===== src/rtl/sha256_pkg.sv =====
// Shared SHA-256 definitions: block geometry, padding constants, padder FSM
// states and the initial hash value used by the compression core.
package sha256_pkg;

  localparam int BLOCK_W         = 512;
  localparam int WORD_W          = 32;
  localparam int LEN_FIELD_W     = 64;
  localparam int WORDS_PER_BLOCK = 16;

  localparam logic [WORD_W-1:0] PAD_MARKER = 32'h8000_0000;

  localparam logic [0:7][WORD_W-1:0] SHA256_IV = {
    32'h6a09_e667, 32'hbb67_ae85, 32'h3c6e_f372, 32'ha54f_f53a,
    32'h510e_527f, 32'h9b05_688c, 32'h1f83_d9ab, 32'h5be0_cd19
  };

  typedef enum logic [1:0] {
    FILL = 2'd0,
    PAD  = 2'd1,
    ZERO = 2'd2,
    EMIT = 2'd3
  } padder_state_e;

endpackage


===== src/rtl/sha256_msg_padder_if.sv =====
// Word-stream input and padded-block output of the message padder.
interface sha256_msg_padder_if;
  import sha256_pkg::*;

  logic [WORD_W-1:0]  in_data;
  logic [2:0]         in_bytes;
  logic               in_last;
  logic               in_valid;
  logic               in_ready;
  logic [BLOCK_W-1:0] block_out;
  logic               block_valid;
  logic               block_ready;
  logic               block_last;

  modport master (
    output in_data, in_bytes, in_last, in_valid, block_ready,
    input  in_ready, block_out, block_valid, block_last
  );

  modport slave (
    input  in_data, in_bytes, in_last, in_valid, block_ready,
    output in_ready, block_out, block_valid, block_last
  );

endinterface


===== src/rtl/sha256_byte_mask.sv =====
// Builds the tail word of a message: keeps the first in_bytes bytes, puts the
// 0x80 marker right after them and zeroes the rest. Full words pass through.
module sha256_byte_mask
  import sha256_pkg::*;
(
  input  logic [WORD_W-1:0] data,
  input  logic [2:0]        nbytes,
  output logic [WORD_W-1:0] word
);

  // Select the masked word for the number of valid leading bytes
  always_comb begin
    word = data;
    case (nbytes)
      3'd0:    word = PAD_MARKER;
      3'd1:    word = {data[31:24], 24'h80_0000};
      3'd2:    word = {data[31:16], 16'h8000};
      3'd3:    word = {data[31:8], 8'h80};
      default: word = data;
    endcase
  end

endmodule


===== src/rtl/sha256_msg_padder.sv =====
// FIPS 180-4 message padder: collects 32-bit words into a 16-word block,
// appends marker, zero fill and bit length, and hands blocks to the core.
module sha256_msg_padder
  import sha256_pkg::*;
#(
  parameter int LEN_W = 64
) (
  input  logic                clk,
  input  logic                reset,
  sha256_msg_padder_if.slave  bus
);

  padder_state_e                      state_r, state_nx;
  logic [3:0]                         slot_r, slot_nx;
  logic [LEN_W-1:0]                   bitlen_r, bitlen_nx;
  logic [0:WORDS_PER_BLOCK-1][WORD_W-1:0] buf_r;
  logic                               ready_r, valid_r;
  logic                               last_r, last_nx;
  logic                               spill_r, spill_nx;
  logic                               len_pend_r, len_pend_nx;
  logic                               pad_pend_r, pad_pend_nx;
  logic                               wr_en_s, len_wr_s, fire_s, full_s;
  logic [WORD_W-1:0]                  wr_data_s, tail_word_s;
  logic [2:0]                         eff_bytes_s;
  logic [LEN_FIELD_W-1:0]             len_field_s;

  sha256_byte_mask u_mask (
    .data   (bus.in_data),
    .nbytes (bus.in_bytes),
    .word   (tail_word_s)
  );

  assign fire_s      = bus.in_valid & ready_r;
  assign eff_bytes_s = (bus.in_bytes > 3'd4) ? 3'd4 : bus.in_bytes;
  assign full_s      = (eff_bytes_s == 3'd4);
  assign len_field_s = LEN_FIELD_W'(bitlen_r);

  assign bus.in_ready    = ready_r;
  assign bus.block_valid = valid_r;
  assign bus.block_last  = last_r;
  assign bus.block_out   = buf_r;

  // Next-state, slot/length bookkeeping and buffer write selection
  always_comb begin
    state_nx    = state_r;
    slot_nx     = slot_r;
    bitlen_nx   = bitlen_r;
    last_nx     = last_r;
    spill_nx    = spill_r;
    len_pend_nx = len_pend_r;
    pad_pend_nx = pad_pend_r;
    wr_en_s     = 1'b0;
    len_wr_s    = 1'b0;
    wr_data_s   = tail_word_s;
    case (state_r)
      FILL: begin
        if (fire_s) begin
          wr_en_s   = 1'b1;
          bitlen_nx = bitlen_r + LEN_W'({eff_bytes_s, 3'b000});
          // A short word carries the marker; it always ends the message
          if (!full_s) begin
            if (slot_r == 4'd15) begin
              state_nx    = EMIT;
              last_nx     = 1'b0;
              len_pend_nx = 1'b1;
            end else begin
              state_nx = ZERO;
              slot_nx  = slot_r + 4'd1;
              spill_nx = (slot_r == 4'd14);
            end
          end else if (bus.in_last) begin
            if (slot_r == 4'd15) begin
              state_nx    = EMIT;
              last_nx     = 1'b0;
              pad_pend_nx = 1'b1;
            end else begin
              state_nx = PAD;
              slot_nx  = slot_r + 4'd1;
            end
          end else if (slot_r == 4'd15) begin
            state_nx = EMIT;
            last_nx  = 1'b0;
          end else begin
            slot_nx = slot_r + 4'd1;
          end
        end else begin
          state_nx = FILL;
        end
      end
      PAD: begin
        wr_en_s     = 1'b1;
        wr_data_s   = PAD_MARKER;
        pad_pend_nx = 1'b0;
        if (slot_r == 4'd15) begin
          state_nx    = EMIT;
          last_nx     = 1'b0;
          len_pend_nx = 1'b1;
        end else begin
          state_nx = ZERO;
          slot_nx  = slot_r + 4'd1;
          spill_nx = (slot_r == 4'd14);
        end
      end
      ZERO: begin
        // Length goes into words 14/15 unless the marker spilled past word 13
        if (!spill_r && (slot_r == 4'd14)) begin
          len_wr_s = 1'b1;
          state_nx = EMIT;
          last_nx  = 1'b1;
        end else begin
          wr_en_s   = 1'b1;
          wr_data_s = {WORD_W{1'b0}};
          if (slot_r == 4'd15) begin
            state_nx    = EMIT;
            last_nx     = 1'b0;
            len_pend_nx = 1'b1;
            spill_nx    = 1'b0;
          end else begin
            slot_nx = slot_r + 4'd1;
          end
        end
      end
      EMIT: begin
        if (valid_r && bus.block_ready) begin
          slot_nx = 4'd0;
          last_nx = 1'b0;
          if (last_r) begin
            bitlen_nx = {LEN_W{1'b0}};
            state_nx  = FILL;
          end else if (pad_pend_r) begin
            state_nx = PAD;
          end else if (len_pend_r) begin
            state_nx    = ZERO;
            len_pend_nx = 1'b0;
            spill_nx    = 1'b0;
          end else begin
            state_nx = FILL;
          end
        end else begin
          state_nx = EMIT;
        end
      end
      default: begin
        state_nx = FILL;
      end
    endcase
  end

  // Control state, length counter and registered handshake outputs
  always_ff @(posedge clk or negedge reset) begin
    if (!reset) begin
      state_r    <= FILL;
      slot_r     <= 4'd0;
      bitlen_r   <= {LEN_W{1'b0}};
      ready_r    <= 1'b0;
      valid_r    <= 1'b0;
      last_r     <= 1'b0;
      spill_r    <= 1'b0;
      len_pend_r <= 1'b0;
      pad_pend_r <= 1'b0;
    end else begin
      state_r    <= state_nx;
      slot_r     <= slot_nx;
      bitlen_r   <= bitlen_nx;
      ready_r    <= (state_nx == FILL);
      valid_r    <= (state_nx == EMIT);
      last_r     <= last_nx;
      spill_r    <= spill_nx;
      len_pend_r <= len_pend_nx;
      pad_pend_r <= pad_pend_nx;
    end
  end

  // Block buffer: one word per cycle, or both length words at once
  always_ff @(posedge clk or negedge reset) begin
    if (!reset) begin
      buf_r <= '0;
    end else if (wr_en_s) begin
      buf_r[slot_r] <= wr_data_s;
    end else if (len_wr_s) begin
      buf_r[14] <= len_field_s[63:32];
      buf_r[15] <= len_field_s[31:0];
    end else begin
      buf_r <= buf_r;
    end
  end

endmodule


===== src/flat_wrapper.sv =====
// flat-port wrapper written by rule: the top's interface ports become plain ports
module sha256_msg_padder_flat import sha256_pkg::*;
#(
  parameter int LEN_W = 64
)
  (clk, reset, bus_in_data, bus_in_bytes, bus_in_last, bus_in_valid, bus_block_ready, bus_in_ready, bus_block_out, bus_block_valid, bus_block_last);
  sha256_msg_padder_if bus_i ();
  input  logic clk;
  input  logic reset;
  input wire logic [$bits(bus_i.in_data)-1:0] bus_in_data;
  input wire logic [$bits(bus_i.in_bytes)-1:0] bus_in_bytes;
  input wire logic [$bits(bus_i.in_last)-1:0] bus_in_last;
  input wire logic [$bits(bus_i.in_valid)-1:0] bus_in_valid;
  input wire logic [$bits(bus_i.block_ready)-1:0] bus_block_ready;
  output wire logic [$bits(bus_i.in_ready)-1:0] bus_in_ready;
  output wire logic [$bits(bus_i.block_out)-1:0] bus_block_out;
  output wire logic [$bits(bus_i.block_valid)-1:0] bus_block_valid;
  output wire logic [$bits(bus_i.block_last)-1:0] bus_block_last;
  assign bus_i.in_data = bus_in_data;
  assign bus_i.in_bytes = bus_in_bytes;
  assign bus_i.in_last = bus_in_last;
  assign bus_i.in_valid = bus_in_valid;
  assign bus_i.block_ready = bus_block_ready;
  assign bus_in_ready = bus_i.in_ready;
  assign bus_block_out = bus_i.block_out;
  assign bus_block_valid = bus_i.block_valid;
  assign bus_block_last = bus_i.block_last;
  sha256_msg_padder #(.LEN_W(LEN_W)) u_core (.clk(clk), .reset(reset), .bus(bus_i));
endmodule

===== config.mk =====
export PLATFORM = sky130hd
export DESIGN_NAME = sha256_msg_padder_flat
export DESIGN_NICKNAME = d
export VERILOG_FILES = /design/src/rtl/sha256_pkg.sv /design/src/rtl/sha256_msg_padder_if.sv /design/src/rtl/sha256_byte_mask.sv /design/src/rtl/sha256_msg_padder.sv /design/src/flat_wrapper.sv
export SDC_FILE = /design/constraint.sdc
export NUM_CORES = 1
export LEC_CHECK = 0
export CAP_MARGIN = 5
export CELL_PAD_IN_SITES_DETAIL_PLACEMENT = 1
export CELL_PAD_IN_SITES_GLOBAL_PLACEMENT = 2
export CORE_MARGIN = 5
export CORE_UTILIZATION = 39
export DETAILED_ROUTE_END_ITERATION = 12
export DONT_BUFFER_PORTS = 1
export PLACE_DENSITY_LB_ADDON = 0.15
export SLEW_MARGIN = 20
export SYNTH_ARGS = -nofsm -noshare
export SYNTH_HDL_FRONTEND = slang
export SYNTH_SLANG_ARGS = --single-unit

===== constraint.sdc =====
create_clock -name clk -period 3.59 [get_ports clk]
set_clock_uncertainty 0.1 [all_clocks]
set_input_delay 0.1795 -clock clk [delete_from_list [all_inputs] [get_ports clk]]
set_output_delay 0.1795 -clock clk [all_outputs]
set_load 0.01 [all_outputs]

# Word level (Yosys, flattened, before mapping)
# Cells that the tools add are included.
# W data, S select, Z words.
# word_totals
register_bits	588
output_inout_bits	515
elab_cells	133
input_bits	40
# classes
add_sub_neg	2
muxes	63
eq_ne	22
reduce_logical	16
bitwise	2
n_lt_le_gt_ge	3
# op_table
operator	n
$bwmux W512	1
$mux W64	5
$demux W32 S4	1
$pmux W32 S4	1
$pmux W64 S2	1
$add A64 B6 Y64	1
$mux W32	2
$pmux W32 S2	1
$mux W1	29
$mux W2	10
$mux W4	4
$pmux W4 S4	1
$ne A2 B1 Y1 const B	7
$pmux W1 S4	3
$ne A2 B2 Y1 const B	5
$eq A4 B4 Y1 const B	2
$pmux W2 S4	1
$reduce_and A8 Y1	1
$eq A2 B2 Y1 const B	3
$eq A3 B2 Y1 const B	2
$reduce_and A6 Y1	1
$reduce_bool A2 Y1	3
$ge A5 B5 Y1 const B	1
$lt A5 B1 Y1 const B	1
other kinds (18)	21

# Longest topological paths before layout
# depth
ltp_word	7
ltp_mapped	13

# By module
# From an unflattened synthesis, not the netlist that was laid out.
# unflattened
cells_unflattened	2286
area_unflattened_um2	23132.2
# by_module_without_submodules
mod	area_per_inst_um2	n_inst	cells_per_inst	seq_area_each_um2
sha256_msg_padder	22851.9	1	2247	14639.0
sha256_byte_mask	280.3	1	39	0.0

# Worst setup path after synthesis
# Ideal clock, no wire load.
# synth_timing
kind	input port to flip-flop
from	input bus_in_bytes[2]
to	register u_core.bitlen_r[55]
t_arrival_ns	2.739
required_ns	3.412
setup_time_ns	0.078
cell_stages	12
setup_slack_ns	0.673
cell_sequence	clkbuf_1 -> clkbuf_1 -> nor2b_1 -> ha_1 -> inv_1 -> fa_1 -> nand2b_1 -> a211oi_4 -> nand4_1 -> clkbuf_1 -> or4_1 -> a21oi_1
# synth_via
elab_chain_len	5
# synth_rtl
element	line	source
from (decl)	flat_wrapper.sv:11	input wire logic [$bits(bus_i.in_bytes)-1:0] bus_in_bytes;
$gt A3 B3 Y1	sha256_msg_padder.sv:34	assign eff_bytes_s = (bus.in_bytes > 3'd4) ? 3'd4 : bus.in_bytes;
$mux W3 (*)	sha256_msg_padder.sv:34	
$add A64 B6 Y64 (*)	sha256_msg_padder.sv:59	bitlen_nx = bitlen_r + LEN_W'({eff_bytes_s, 3'b000});
$mux W64 (*)	sha256_msg_padder.sv:57	if (fire_s) begin
$pmux W64 S2 (*)	sha256_msg_padder.sv:55	case (state_r)
to (signal assigned)	sha256_msg_padder.sv:154	bitlen_r <= {LEN_W{1'b0}};
to (signal assigned)	sha256_msg_padder.sv:164	bitlen_r <= bitlen_nx;
to (decl)	sha256_msg_padder.sv:15	logic [LEN_W-1:0] bitlen_r, bitlen_nx;
# Mark *: on every way between the ends. The rest lies on a longest branch, timed or not. The select of a mux whose other input is x is not followed.
# A chain may end at the register's enable or synchronous reset.

# Worst setup path after layout
# layout_timing
from	input bus_in_bytes[2]
to	register u_core.bitlen_r[61]
# The elaborated chain is that of the path after synthesis.

==> key figures <==
Layout
  • Fin cells: 3,053
  • Leading cell types in the layout, fill and taps excluded: dfrtp_1, o21ai_0, nand2_1, clkbuf_16, nor2_1
  • P&R area growth vs syn: 15.5%
  • Most common cell after layout, fill and taps aside: dfrtp_1
  • Share of layout cells above drive strength 1: 0.0905
  • Layout fillers: roughly 6,300
  • Post-route cell area: 26,300 sq um
  • Total Nets Final: between 2,000 and 2,500

Setup path
  • Worst Path Buf+Inv: 3
  • Top cell family by delay on the critical path: buffers and inverters
  • CP Cell Sequence: dlygate4sd3_1 > nor2b_1 > ha_1 > inv_1 > fa_1 > nand2b_1 > a211oi_4 > nand4_1 > buf_4 > or4_1 > a21oi_1
  • CP peak stage delay: 850 ps
  • CP max FO: 20
  • CP endpoint kind: register
  • Worst path arrival time: ~3700 ps
  • Crit start category: input pin
  • Critical path class: input pin to register
  • Critical path's slowest cell: dlygate4sd3_1
  • Data required, critical path: approximately 4000 ps

Global routing
  • First-pass GRT wire length: between 100 and 150 mm
  • Gr usage total: 0.270
  • Largest net degree at the start of global routing: about 590
  • Initial antenna violation count: 2
  • Vias in the first global route: around 18,000
  • Overflow after GRT: 0

Logic synthesis
  • Synth unique cells: 57
  • Ys flop type: dfrtp_1
  • Async set or reset register ratio after synthesis: 1.00
  • Synthesized area: approximately 23,000 sq um
  • Sequential area share after synthesis: 0.643
  • Synth Instances: 2,234
  • Ys Warns: 0
  • Avg Inst Size Synth: roughly 10 sq um
  • #FFs+latches synth: 585
  • Total nets after synthesis: between 2,000 and 2,500
  • Post-synth EDFFs: 0

Route
  • Routed Wire Length: roughly 88 mm
  • Vias per inst: about 5.7
  • Initial DRT Pass Iterations: 5
  • Wire per inst: 28.9 um
  • Number of remaining DRC errors: 0
  • Initial DRC count: ~1,200
  • Antenna-violating nets left: 0
  • Via count: 17,500

STA
  • Measured slew at the worst slew-check pin: approximately 4000 ps
  • Hold slack: -804 ps
  • Fmax: just over 0.3 GHz
  • Final period util: 0.908
  • RSZ-0062 raised after global routing: no
  • Max Slew Vio Count: 470
  • Tmin final: 3260 ps
  • Relative slew margins: -1.65
  • Setup tns final: 0 ps
  • Final count of hold timing violations: slightly above 400
  • Final setup fails: 0

Clock network
  • H-Tree Depth: 3
  • Hold Buf Count CTS: 36
  • Clock tree sinks: a little under 600
  • Num CTS Buffers: 66
  • CTS resizes: 0
  • Worst-path clk slew: around 60 ps
  • CTS root buf: clkbuf_16
  • CTS tree: done
  • Clk_lat worst skew: around 600 ps
  • Clock Path Buffers: 3

Floorplan
  • Area of the core: 57,800 sq um
  • FP Rows: 88
  • Die width: 252 um
  • Die area: about 63,000 sq um
  • Die height: roughly 250 um
  • Starting density of the core: 0.394
  • I/O pins: 555

Run
  • Max-Cap Viols: 0

Place
  • HPWL after DPL: about 60 mm
  • DP Cell Count: roughly 2,900
  • PortBufs: 0
  • DP Area: 23,800 sq um
  • Routability cong.: about 0.87

Outcome
  • Violations in the final reports: hold timing, slew limit
  • Outcome: finished with violations

Pwr
  • P per Cell Area: ~900 nW/um^2
  • Max VDD drop: between 0.3 and 0.4 mV
  • LEAKAGE: ~12 nW

Worst hold path
  • Hold Crit Class: input pin to asynchronous set/reset pin
==> kinds of logic (layout without fill, tap and decap cells) <==
group	count (synthesis)	count (layout)	share of synthesized area
and+or+nand+nor	758	758	0.145
other	0	1	0
DFF	585	585	0.643
AOI/OAI and AO/OA	673	673	0.165
buffers and inverters	187	240	0.0318
adders and majority gates	12	12	0.00692
xor gates and xnor gates	18	18	0.00692
muxes	1	1	0.000604
==> registers in the layout, summed over array words and instances (netlist names) <==
register	count
u_core.bus.block_last	1
u_core.len_pend_r	1
u_core.state_r	2
u_core.pad_pend_r	1
u_core.spill_r	1
u_core.slot_r	4
u_core.bus.in_ready	1
u_core.bus.block_out	512
u_core.bitlen_r	61
u_core.bus.block_valid	1
==> worst reg2reg max path: stages, from the launching register on <==
cell,delay [ps]
dfrtp_1,430
inv_1,110
ha_1,390
mux2i_2,210
nor3_4,550
nand4_1,610
or4_1,590
a21oi_1,170
==> synth_stat cells (all sizes together), types with 2 or more instances <==
cell | count | area [sq um]
and3 | 9 | 56.3
xor2 | 12 | 105
or3 | 25 | 156
nand4 | 31 | 200
nand2 | 490 | 1840
and2 | 5 | 31.3
a21o | 2 | 15.0
clkbuf | 153 | 577
xnor2 | 6 | 52.6
nor4 | 8 | 56.3
or2 | 4 | 25.0
o31ai | 21 | 158
dfrtp | 585 | 14600
or4 | 18 | 135
nand2b | 6 | 37.5
a22oi | 35 | 263
nand3 | 74 | 375
o21ai | 519 | 2600
a211oi | 5 | 50.1
a21oi | 48 | 244
a31oi | 2 | 12.5
a221o | 25 | 250
a21boi | 2 | 37.5
nor2b | 4 | 25.0
ha | 11 | 138
buf | 17 | 83.8
inv | 17 | 63.8
nor2 | 66 | 255
nor3 | 14 | 86.3
o211ai | 4 | 30.0
==> through the flow <==
stage	util	hold slack, ps	power, mW	worst slack (ps)
2_1_floorplan	-	-216	13.7	673
3_3_place_gp	0.411	-184	16.7	550
3_5_place_dp	0.411	-182	17.0	402
4_1_cts	0.455	-820	23.9	183
5_1_grt	0.455	-837	24.9	157
6_report	0.455	-804	23.7	330
==> what timing repair did <==
action | 4_1_cts | 5_1_grt
endpoints found under the setup margin | 0 | 2
buffers inserted | 0 | 1
hold endpoints to repair | 870 | 585
==> where the power goes <==
group          total, mW  leakage, nW  internal [mW]  switching, mW
Clock               6.81         1.08           3.99           2.82
Sequential          11.8         7.92           8.60           3.21
Combinational       5.08         2.70           1.50           3.58
Total               23.7         11.7           14.1           9.62
==> per-layer routing <==
layer / share of wire / wire [um] / vias up / GRT usage
li1: - / - / 7704 / -
met1: 0.39 / 34200 / 9075 / 0.322
met2: 0.49 / 43400 / 536 / 0.456
met3: 0.090 / 7940 / 147 / 0.103
met4: 0.031 / 2750 / 0 / 0.0847
met5: 0 / 0 / - / 0
==> path summary, 6_finish.rpt <==
| check | start | end | slack [ps] | depth (start not counted) |
|---|---|---|---|---|
| max in group asynchronous | reset | u_core.bus.block_out[70] | 1100 | 0 |
| worst max register to register | u_core.state_r[0] | u_core.bitlen_r[56] | 360 | 7 |
| worst min-delay path | reset | u_core.bus.block_out[30] | -800 | 0 |
| min in group clk | bus_in_data[19] | u_core.bus.block_out[243] | 40 | 3 |
| worst max-delay path | bus_in_bytes[2] | u_core.bitlen_r[61] | 330 | 11 |
| worst min register to register | u_core.bitlen_r[3] | u_core.bitlen_r[3] | 410 | 2 |
==> cell type report <==
type | count | area, sq um | area share
Sequential cell | 585 | 14600 | 0.556
Multi-Input combinational cell | 1462 | 7490 | 0.285
Clock buffer | 95 | 1930 | 0.0735
Timing Repair Buffer | 103 | 988 | 0.0376
Tap cell | 765 | 957 | 0.0364
Clock inverter | 25 | 240 | 0.00913
Inverter | 17 | 63.8 | 0.00243
Antenna cell | 1 | 2.50 | 0.0000951
(Power assumes the default switching activity.)
